**config.mk**
```make
export PLATFORM = sky130hd
export DESIGN_NAME = pcs_tx
export DESIGN_NICKNAME = d
export VERILOG_FILES = /design/src/rtl/pcs_tx_pkg.sv /design/src/rtl/pcs_4b5b_encode.sv /design/src/rtl/pcs_tx.sv
export SDC_FILE = /design/constraint.sdc
export NUM_CORES = 1
export LEC_CHECK = 0
export BUFFER_PORTS_ARGS = -buffer_cell sky130_fd_sc_hd__buf_2
export CAP_MARGIN = 10
export CORE_MARGIN = 8
export CORE_UTILIZATION = 58
export DETAILED_ROUTE_END_ITERATION = 10
export PLACE_DENSITY = 0.81
export REMOVE_ABC_BUFFERS = 1
export SLEW_MARGIN = 0
export SYNTH_ARGS = -nofsm -noshare
export SYNTH_HDL_FRONTEND = slang
export SYNTH_SLANG_ARGS = --single-unit
```
**constraint.sdc**
```tcl
create_clock -name clk -period 2.7 [get_ports clk]
set_input_delay 0.54 -clock clk [delete_from_list [all_inputs] [get_ports clk]]
set_output_delay 0.54 -clock clk [all_outputs]
set_load 0.01 [all_outputs]
```
**src/rtl/pcs_tx_pkg.sv**
```systemverilog
// ----------------------------------------------------------------------------
// pcs_tx_pkg
// Shared 100BASE-X PCS code-group constants. The receive side will import the
// same package, so the 4B/5B table lives here rather than inside the encoder.
//   CODE_WIDTH   width of one code-group (bit 'a' is the MSB)
//   code_t       one 5-bit code-group
//   CODE_I..H    control code-groups (idle, start J/K, end T/R, error H)
//   DATA_CODE    4B/5B data table, indexed by the MII nibble
// ----------------------------------------------------------------------------
package pcs_tx_pkg;

   localparam int CODE_WIDTH = 5;

   typedef logic [CODE_WIDTH-1:0] code_t;

   localparam code_t CODE_I = 5'b11111;
   localparam code_t CODE_J = 5'b11000;
   localparam code_t CODE_K = 5'b10001;
   localparam code_t CODE_T = 5'b01101;
   localparam code_t CODE_R = 5'b00111;
   localparam code_t CODE_H = 5'b00100;

   localparam code_t DATA_CODE [0:15] = '{
      5'b11110, 5'b01001, 5'b10100, 5'b10101,
      5'b01010, 5'b01011, 5'b01110, 5'b01111,
      5'b10010, 5'b10011, 5'b10110, 5'b10111,
      5'b11010, 5'b11011, 5'b11100, 5'b11101
   };

endpackage

```
**src/rtl/pcs_4b5b_encode.sv**
```systemverilog
// ----------------------------------------------------------------------------
// pcs_4b5b_encode
// Purely combinational 4B/5B data encoder (nibble -> code-group).
//   nibble_i  in  4  MII data nibble
//   code_o    out 5  matching data code-group, bit 'a' in the MSB
// ----------------------------------------------------------------------------
module pcs_4b5b_encode
   import pcs_tx_pkg::*;
(
   input  logic [3:0] nibble_i,
   output code_t      code_o
);

   assign code_o = DATA_CODE[nibble_i];

endmodule

```
**src/rtl/pcs_tx.sv**
```systemverilog
// ----------------------------------------------------------------------------
// pcs_tx
// 100BASE-X PCS transmit. Takes MII TX nibbles on each mii_tx_ce, frames them
// with J/K and T/R, fills gaps with IDLE, 4B/5B-encodes the data and shifts
// one code-group bit per clk towards the PMA (optionally NRZI-coded).
//   clk          in   clock (125 MHz, one code-group bit per cycle)
//   rst          in   asynchronous, active-high reset
//   mii_tx_ce    in   nibble strobe; MII inputs are sampled where it is high
//   mii_tx_en    in   MII TX_EN
//   mii_txd      in   MII TXD nibble
//   mii_tx_er    in   MII TX_ER (only honoured inside DATA)
//   pma_tx_data  out  serial code-group bit, bit 'a' first
//   tx_active    out  high while J..R code-groups are being shifted out
//   align_err    out  one-clk pulse: ce arrived before the current group ended
// ----------------------------------------------------------------------------
module pcs_tx
   import pcs_tx_pkg::*;
#(
   parameter bit NRZI     = 1'b0,
   parameter int CE_RATIO = 5
) (
   input  logic       clk,
   input  logic       rst,
   input  logic       mii_tx_ce,
   input  logic       mii_tx_en,
   input  logic [3:0] mii_txd,
   input  logic       mii_tx_er,
   output logic       pma_tx_data,
   output logic       tx_active,
   output logic       align_err
);

   localparam logic [1:0] ST_IDLE    = 2'd0;
   localparam logic [1:0] ST_START_K = 2'd1;
   localparam logic [1:0] ST_DATA    = 2'd2;
   localparam logic [1:0] ST_END_R   = 2'd3;

   // Bits left after the first one when a code-group is loaded.
   localparam logic [2:0] CNT_LOAD = 3'(CE_RATIO - 1);

   logic [1:0] state_q,  state_d;
   code_t      shift_q,  shift_d;
   logic [2:0] count_q,  count_d;
   logic       pma_q,    pma_d;
   logic       active_q, active_d;
   logic       r_in_q,   r_in_d;    // shifter currently holds R
   logic       align_q,  align_d;

   code_t      data_code;
   code_t      load_code;

   pcs_4b5b_encode u_encode (
      .nibble_i (mii_txd),
      .code_o   (data_code)
   );

   // Framing FSM: picks the code-group for this ce and the next state.
   // NOTE: every output of a combinational block gets a default first, so no
   // path can leave it unassigned and infer a latch.
   always_comb begin
      state_d   = state_q;
      load_code = CODE_I;
      case (state_q)
         ST_IDLE: begin
            if (mii_tx_en) begin
               load_code = CODE_J;
               state_d   = ST_START_K;
            end
         end
         ST_START_K: begin
            if (mii_tx_en) begin
               load_code = CODE_K;
               state_d   = ST_DATA;
            end else begin
               load_code = CODE_T;   // runt: K never sent
               state_d   = ST_END_R;
            end
         end
         ST_DATA: begin
            if (mii_tx_en) begin
               load_code = mii_tx_er ? CODE_H : data_code;
            end else begin
               load_code = CODE_T;
               state_d   = ST_END_R;
            end
         end
         ST_END_R: begin
            load_code = CODE_R;      // en ignored; a J follows on the next ce
            state_d   = ST_IDLE;
         end
         default: state_d = ST_IDLE;
      endcase
      if (!mii_tx_ce) begin
         state_d = state_q;
      end
   end

   // Shifter, bit count and status flags.
   always_comb begin
      shift_d  = shift_q;
      count_d  = count_q;
      active_d = active_q;
      r_in_d   = r_in_q;
      align_d  = 1'b0;
      if (mii_tx_ce) begin
         // A load always wins; an early ce truncates the current group.
         shift_d = load_code;
         count_d = CNT_LOAD;
         r_in_d  = (load_code == CODE_R);
         align_d = (count_q != 3'd0);
         if (load_code == CODE_J) begin
            active_d = 1'b1;
         end else if (r_in_q) begin
            active_d = 1'b0;
         end
      end else if (count_q != 3'd0) begin
         shift_d = {shift_q[CODE_WIDTH-2:0], 1'b1};
         count_d = count_q - 3'd1;
      end else begin
         // Last bit went out with no new nibble: keep idling.
         shift_d = CODE_I;
         r_in_d  = 1'b0;
         if (r_in_q) begin
            active_d = 1'b0;
         end
      end
      pma_d = NRZI ? (pma_q ^ shift_q[CODE_WIDTH-1]) : shift_q[CODE_WIDTH-1];
   end

   // NOTE: state registers use non-blocking assignments so every flop samples
   // the pre-edge values regardless of statement order.
   always_ff @(posedge clk or posedge rst) begin
      if (rst) begin
         state_q  <= ST_IDLE;
         shift_q  <= CODE_I;
         count_q  <= 3'd0;
         pma_q    <= 1'b0;
         active_q <= 1'b0;
         r_in_q   <= 1'b0;
         align_q  <= 1'b0;
      end else begin
         state_q  <= state_d;
         shift_q  <= shift_d;
         count_q  <= count_d;
         pma_q    <= pma_d;
         active_q <= active_d;
         r_in_q   <= r_in_d;
         align_q  <= align_d;
      end
   end

   assign pma_tx_data = pma_q;
   assign tx_active   = active_q;
   assign align_err   = align_q;

endmodule
```
======== Yosys cells after proc, flatten, opt, wreduce, memory -nomap -nowiden ========
Memories as Yosys holds them, arrays and structs flattened.
Cells that the tools add are included.
operators by class
  add/sub/neg operators ................... 1
  $lt $le $gt $ge ......................... 1
  equality and inequality tests ........... 8
  muxes and demuxes ....................... 22
  bitwise operators ....................... 1
  reductions and logical operators ........ 4
operators by type and width
  cell                                                      count
  2-to-1 mux 5 bit                                          7
  one-hot mux 5 bit (4 select lines)                        1
  2-to-1 mux 3 bit                                          3
  2-to-1 mux 1 bit                                          8
  one-hot mux 2 bit (4 select lines)                        1
  != test 2 bit, second input constant                      3
  == test 5 x 3 -> 1 bit, second input constant             1
  == test 5 bit, second input constant                      1
  greater-or-equal comparator 5 bit, second input constant  1
  inverter 4 -> 5 bit                                       1
  == test 2 bit, second input constant                      2
  2-to-1 mux 2 bit                                          2
  AND reduction 3 bit                                       1
  nonzero test 3 bit                                        1
  subtractor 3 x 1 -> 3 bit, second input constant          1
  == test 2 x 1 -> 1 bit, second input constant             1
  logical NOT 2 bit                                         1
  nonzero test 2 bit                                        1
storage, ports and cells
  bits in registers ....................... 14
  ROM bits ................................ 80
  bits of input ports ..................... 9
  output and inout port bits .............. 3
  memories kept ........................... 1
memories
  memory           depth  bits a word  read ports  clocked after Yosys merged registers in  wr ports  line                   text
  (no name shown)  16     5            1           0                                        0         pcs_4b5b_encode.sv:14  assign code_o = DATA_CODE[nibble_i];

======== Logic depth before layout (Yosys ltp) ========
  depth in word-level cells ............... 10
  mapped depth ............................ 6
  depth with buffers taken out ............ 6

======== By module ========
Synthesis repeated with hierarchy kept, for this count alone.
unflattened totals
  cell total of the unflattened synthesis .. 88
  area total of the unflattened synthesis .. 859.6 µm²
modules (own cells, without submodules)
  module           times used  cells each  area each (µm²)  sequential area each (µm²)
  pcs_tx           1           79          802.0            356.6
  pcs_4b5b_encode  1           9           57.6             0.0

======== Worst setup path before layout ========
OpenSTA, ideal clock, no wires.
  path type ............................... register -> register
  start point ............................. reg state_q[0]
  end point ............................... reg active_q (netlist: tx_active)
  library setup time ...................... 0.103 ns
  arrival ................................. 1.528 ns
  setup slack ............................. 1.069 ns
  stages on the path, launching flop included .. 7
  path buffers ............................ 0
  cells stage by stage .................... dfrtp_1 > inv_1 > ha_1 > inv_2 > and4_4 > a311o_1 > o41ai_2
between the ends
  longest elaborated chain between the ends .. 5
  elaborated cells between the ends (all ways) .. 8
RTL lines
  what                                   line           text
  start: declaration                     pcs_tx.sv:41   logic [1:0] state_q, state_d;
  start signal: assignment               pcs_tx.sv:142  state_q <= state_d;
  == test 2 bit (tied with other cells)  pcs_tx.sv:63   case (state_q)
  one-hot mux 5 bit (4 select lines) *   pcs_tx.sv:63
  == test 5 bit *                        pcs_tx.sv:111  if (load_code == CODE_J) begin
  2-to-1 mux 1 bit *                     pcs_tx.sv:111
  2-to-1 mux 1 bit *                     pcs_tx.sv:105  if (mii_tx_ce) begin
  end signal: assignment                 pcs_tx.sv:146  active_q <= active_d;
  end: declaration                       pcs_tx.sv:45   logic active_q, active_d;
Every way passes the cells marked *; elsewhere a longest branch is shown, timed or not.
A chain may end at the register's enable or synchronous reset.

======== Final worst setup path ========
Ends and elaborated chain as after synthesis.

==> metrics.md <==
| Metric | Value |
|---|---|
| Part of the Yosys area used for sequential elements | 43.4% |
| Average detailed-routed wire length per instance | 13.9 um |
| Site row count | 13 |
| Proportion of synthesized flip-flops having asynchronous set or reset | 100% |
| CTS tree | done |
| Hold Worst Slack | 286 ps |
| Number of hold buffers added after cts | 0 |
| CTS Sinks | 14 |
| Synthesis-stage register bit count | 14 |
| Pwr Density | around 1100 nW/um^2 |
| Main flop type after synthesis | dfrtp_1 |
| First DRT Iteration DRCs | 20 |
| Count of unique library cells instantiated by Yosys | 33 |
| Maximum buffer depth of the clock tree | 2 |
| R2r setup slk | between 800 and 900 ps |
| DRC viols | 0 |
| Shortest period the worst path allows | 1820 ps |
| Worst-case reg-to-reg path depth | 6 |
| Chip Height | 53.6 um |
| Routed via count | 653 |
| Required time at the worst-slack endpoint | about 2900 ps |
| Port Buf Inserts | 11 |
| Synthesized instance count | 85 |
| Gr ovfl total | 0 |
| Antenna viol nets, final | 0 |
| Insertion delay to the later sink of the worst-skew pair | between 200 and 300 ps |
| Count of TritonRoute iterations in the first routing pass | 4 |
| Lkg Pwr | ~0.43 nW |
| Post-Place Cells | 110 |
| RSZ-0062 raised after global routing | false |
| Achievable frequency | 0.550 GHz |
| Worst slew margin | about two thirds |
| Final Slew Violations | 0 |
| Via count of the first global-routing pass | a little under 700 |
| Top-level I/O count | 12 |
| Endpoint type of the worst setup path | flip-flop |
| Clock slew seen by the registers of the worst setup and hold paths | 90 ps |
| Transition at the pin with the smallest max-transition slack | 516 ps |
| FF-to-FF End | tx_active |
| Antenna violations before repair | 0 |
| Number of enable-type register cells in the synthesized netlist | 0 |
| Worst setup path start | state_q[0] |
| Final cell count without fillers | 114 |
| Total detailed-routing wirelength | 1.58 mm |
| Avg Vias per Cell | ~5.7 |
| Critical R2R Launch | state_q[0] |
| Overall fraction of global-route tracks in use | 12.7% |
| Final setup TNS | 0 ps |
| Number of antenna diodes | 0 |
| Launching element type of the critical path | flip-flop |
| Post-DP HPWL | between 1 and 1.5 mm |
| Netlist Area Pre-Place | 822 sq um |
| Final weighted congestion in routability-driven placement | 0.822 |
| Library cell used as clock root buffer | clkbuf_4 |
| Post-Route Skew | 2.11 ps |
| Period Utilization, post-route | 67.3% |
| Die width | 53.6 um |
| Final hold violation count | 0 |
| Data arrival time at the worst-slack endpoint | 1990 ps |
| Run status | finished, final reports clean |
| Final layout net count | 115 |
| H-tree depth reported by CTS | 1 |
| Setup-violating endpoint count in the final report | 0 |
| Crit-path max FO | 6 |
| Area of the placeable core | 1320 sq um |
| Number of warnings printed during yosys synthesis | 0 |
| Number of buffers created by CTS | 3 |
| PostCTS Resize Cnt | 0 |
| Path category of the worst min-delay check | in -> async |
| Mapped Avg Cell Area | 9.67 sq um |
| Die area | between 2000 and 3000 sq um |
| Wire length of the first global-routing pass | between 2 and 3 mm |
| Initial Utilization | between 60 and 70% |
| Fraction of final layout cells with drive strength greater than 1 | 28.3% |
| Post CTS Setup Buffer Count | 0 |
| Max-cap check violation count | 0 |
| Largest net degree at the start of global routing | 15 |
| Layout-stage area growth over the synthesis result | 12.8% |
| IR Drop Worst-Case VDD | roughly 700 uV |
| Worst Setup Path Type | reg -> reg |
report_power, final:
| group | switching, mW | internal [mW] |
|---|---|---|
| clock | 0.0667 | 0.0818 |
| combinational | 0.268 | 0.220 |
| sequential | 0.0486 | 0.332 |
critical path, stage by stage (launching register included):
cell	delay, ps
dfrtp_1	420
inv_1	130
ha_1	300
inv_2	100
and4_4	200
a311o_1	370
o41ai_2	210
cell usage after synthesis (all sizes together), types with 2 or more instances:
master,count,area share [%]
inv,10,4.6
a311oi,2,2.1
nor2,13,5.9
a211oi,2,1.8
o21ai,6,3.7
nand2b,2,1.5
dfrtp,9,27
ha,6,9.1
a311o,2,2.4
dfstp,5,16
nand3,2,1.2
a21oi,5,3.0
and2,2,1.5
per-layer routing:
layer	wire [um]	track usage, %
met5	0	0
met3	63	1.10
met1	760	16.9
met2	731	20.3
met4	25	5.88
cells in the final DEF (no fill, tap or decap), drive strengths merged:
cell type	n
nor2	13
buf	11
inv	10
dfrtp	9
o21ai	6
ha	6
a21oi	5
dfstp	5
clkbuf	4
a311oi	2
a211oi	2
nand2b	2
and2	2
nand3	2
a311o	2
a21boi	1
mux2	1
o21bai	1
nor2b	1
a21o	1
a22o	1
a32o	1
or3	1
and2b	1
and4	1
o41ai	1
nand2	1
o21a	1
o22a	1
or2	1
o31ai	1
xnor2	1
a41oi	1
how the worst max path moves through the flow:
stage                     end  slack [ps]  cells after the start
global route        tx_active         740                      6
CTS                 tx_active         880                      6
global placement    tx_active         940                      6
finish              tx_active         880                      6
floorplan           tx_active        1070                      6
detailed placement  tx_active         900                      6
area by class of cell:
type,count,area [sq um]
inverters,10,37.5
fillers,98,390
flip-flops and latches,14,357
repair buffers,11,55.1
clock buffers,4,36.3
multi-input cells,60,423
well taps,15,18.8
cells by family (layout without fill, tap and decap cells):
family | Yosys count | count (layout) | share of synthesized area (%)
compound gates | 27 | 27 | 24.4
xor+xnor | 1 | 1 | 1.07
flops | 14 | 14 | 43.4
mux | 1 | 1 | 1.37
buf+inv | 11 | 25 | 5.17
simple gates | 25 | 25 | 15.5
fa+ha+maj | 6 | 6 | 9.13
sequential cells by signal, summed over array words and instances, names as in the netlist:
signal and flops:
count_q 3, pma_tx_data 1, shift_q 5, align_err 1
r_in_q 1, state_q 2, tx_active 1
through the flow:
step / util [%] / total power [mW] / instance area [sq um] / setup WS, ps
after floorplan: - / 0.755 / 817 / 1070
after global placement: 67.6 / 0.855 / 891 / 940
after detailed placement: 67.6 / 0.868 / 891 / 901
after CTS: 70.4 / 1.02 / 927 / 879
after global routing: 70.4 / 1.11 / 927 / 744
final: 70.4 / 1.02 / 927 / 883
Power figures use the tool's default switching activity.
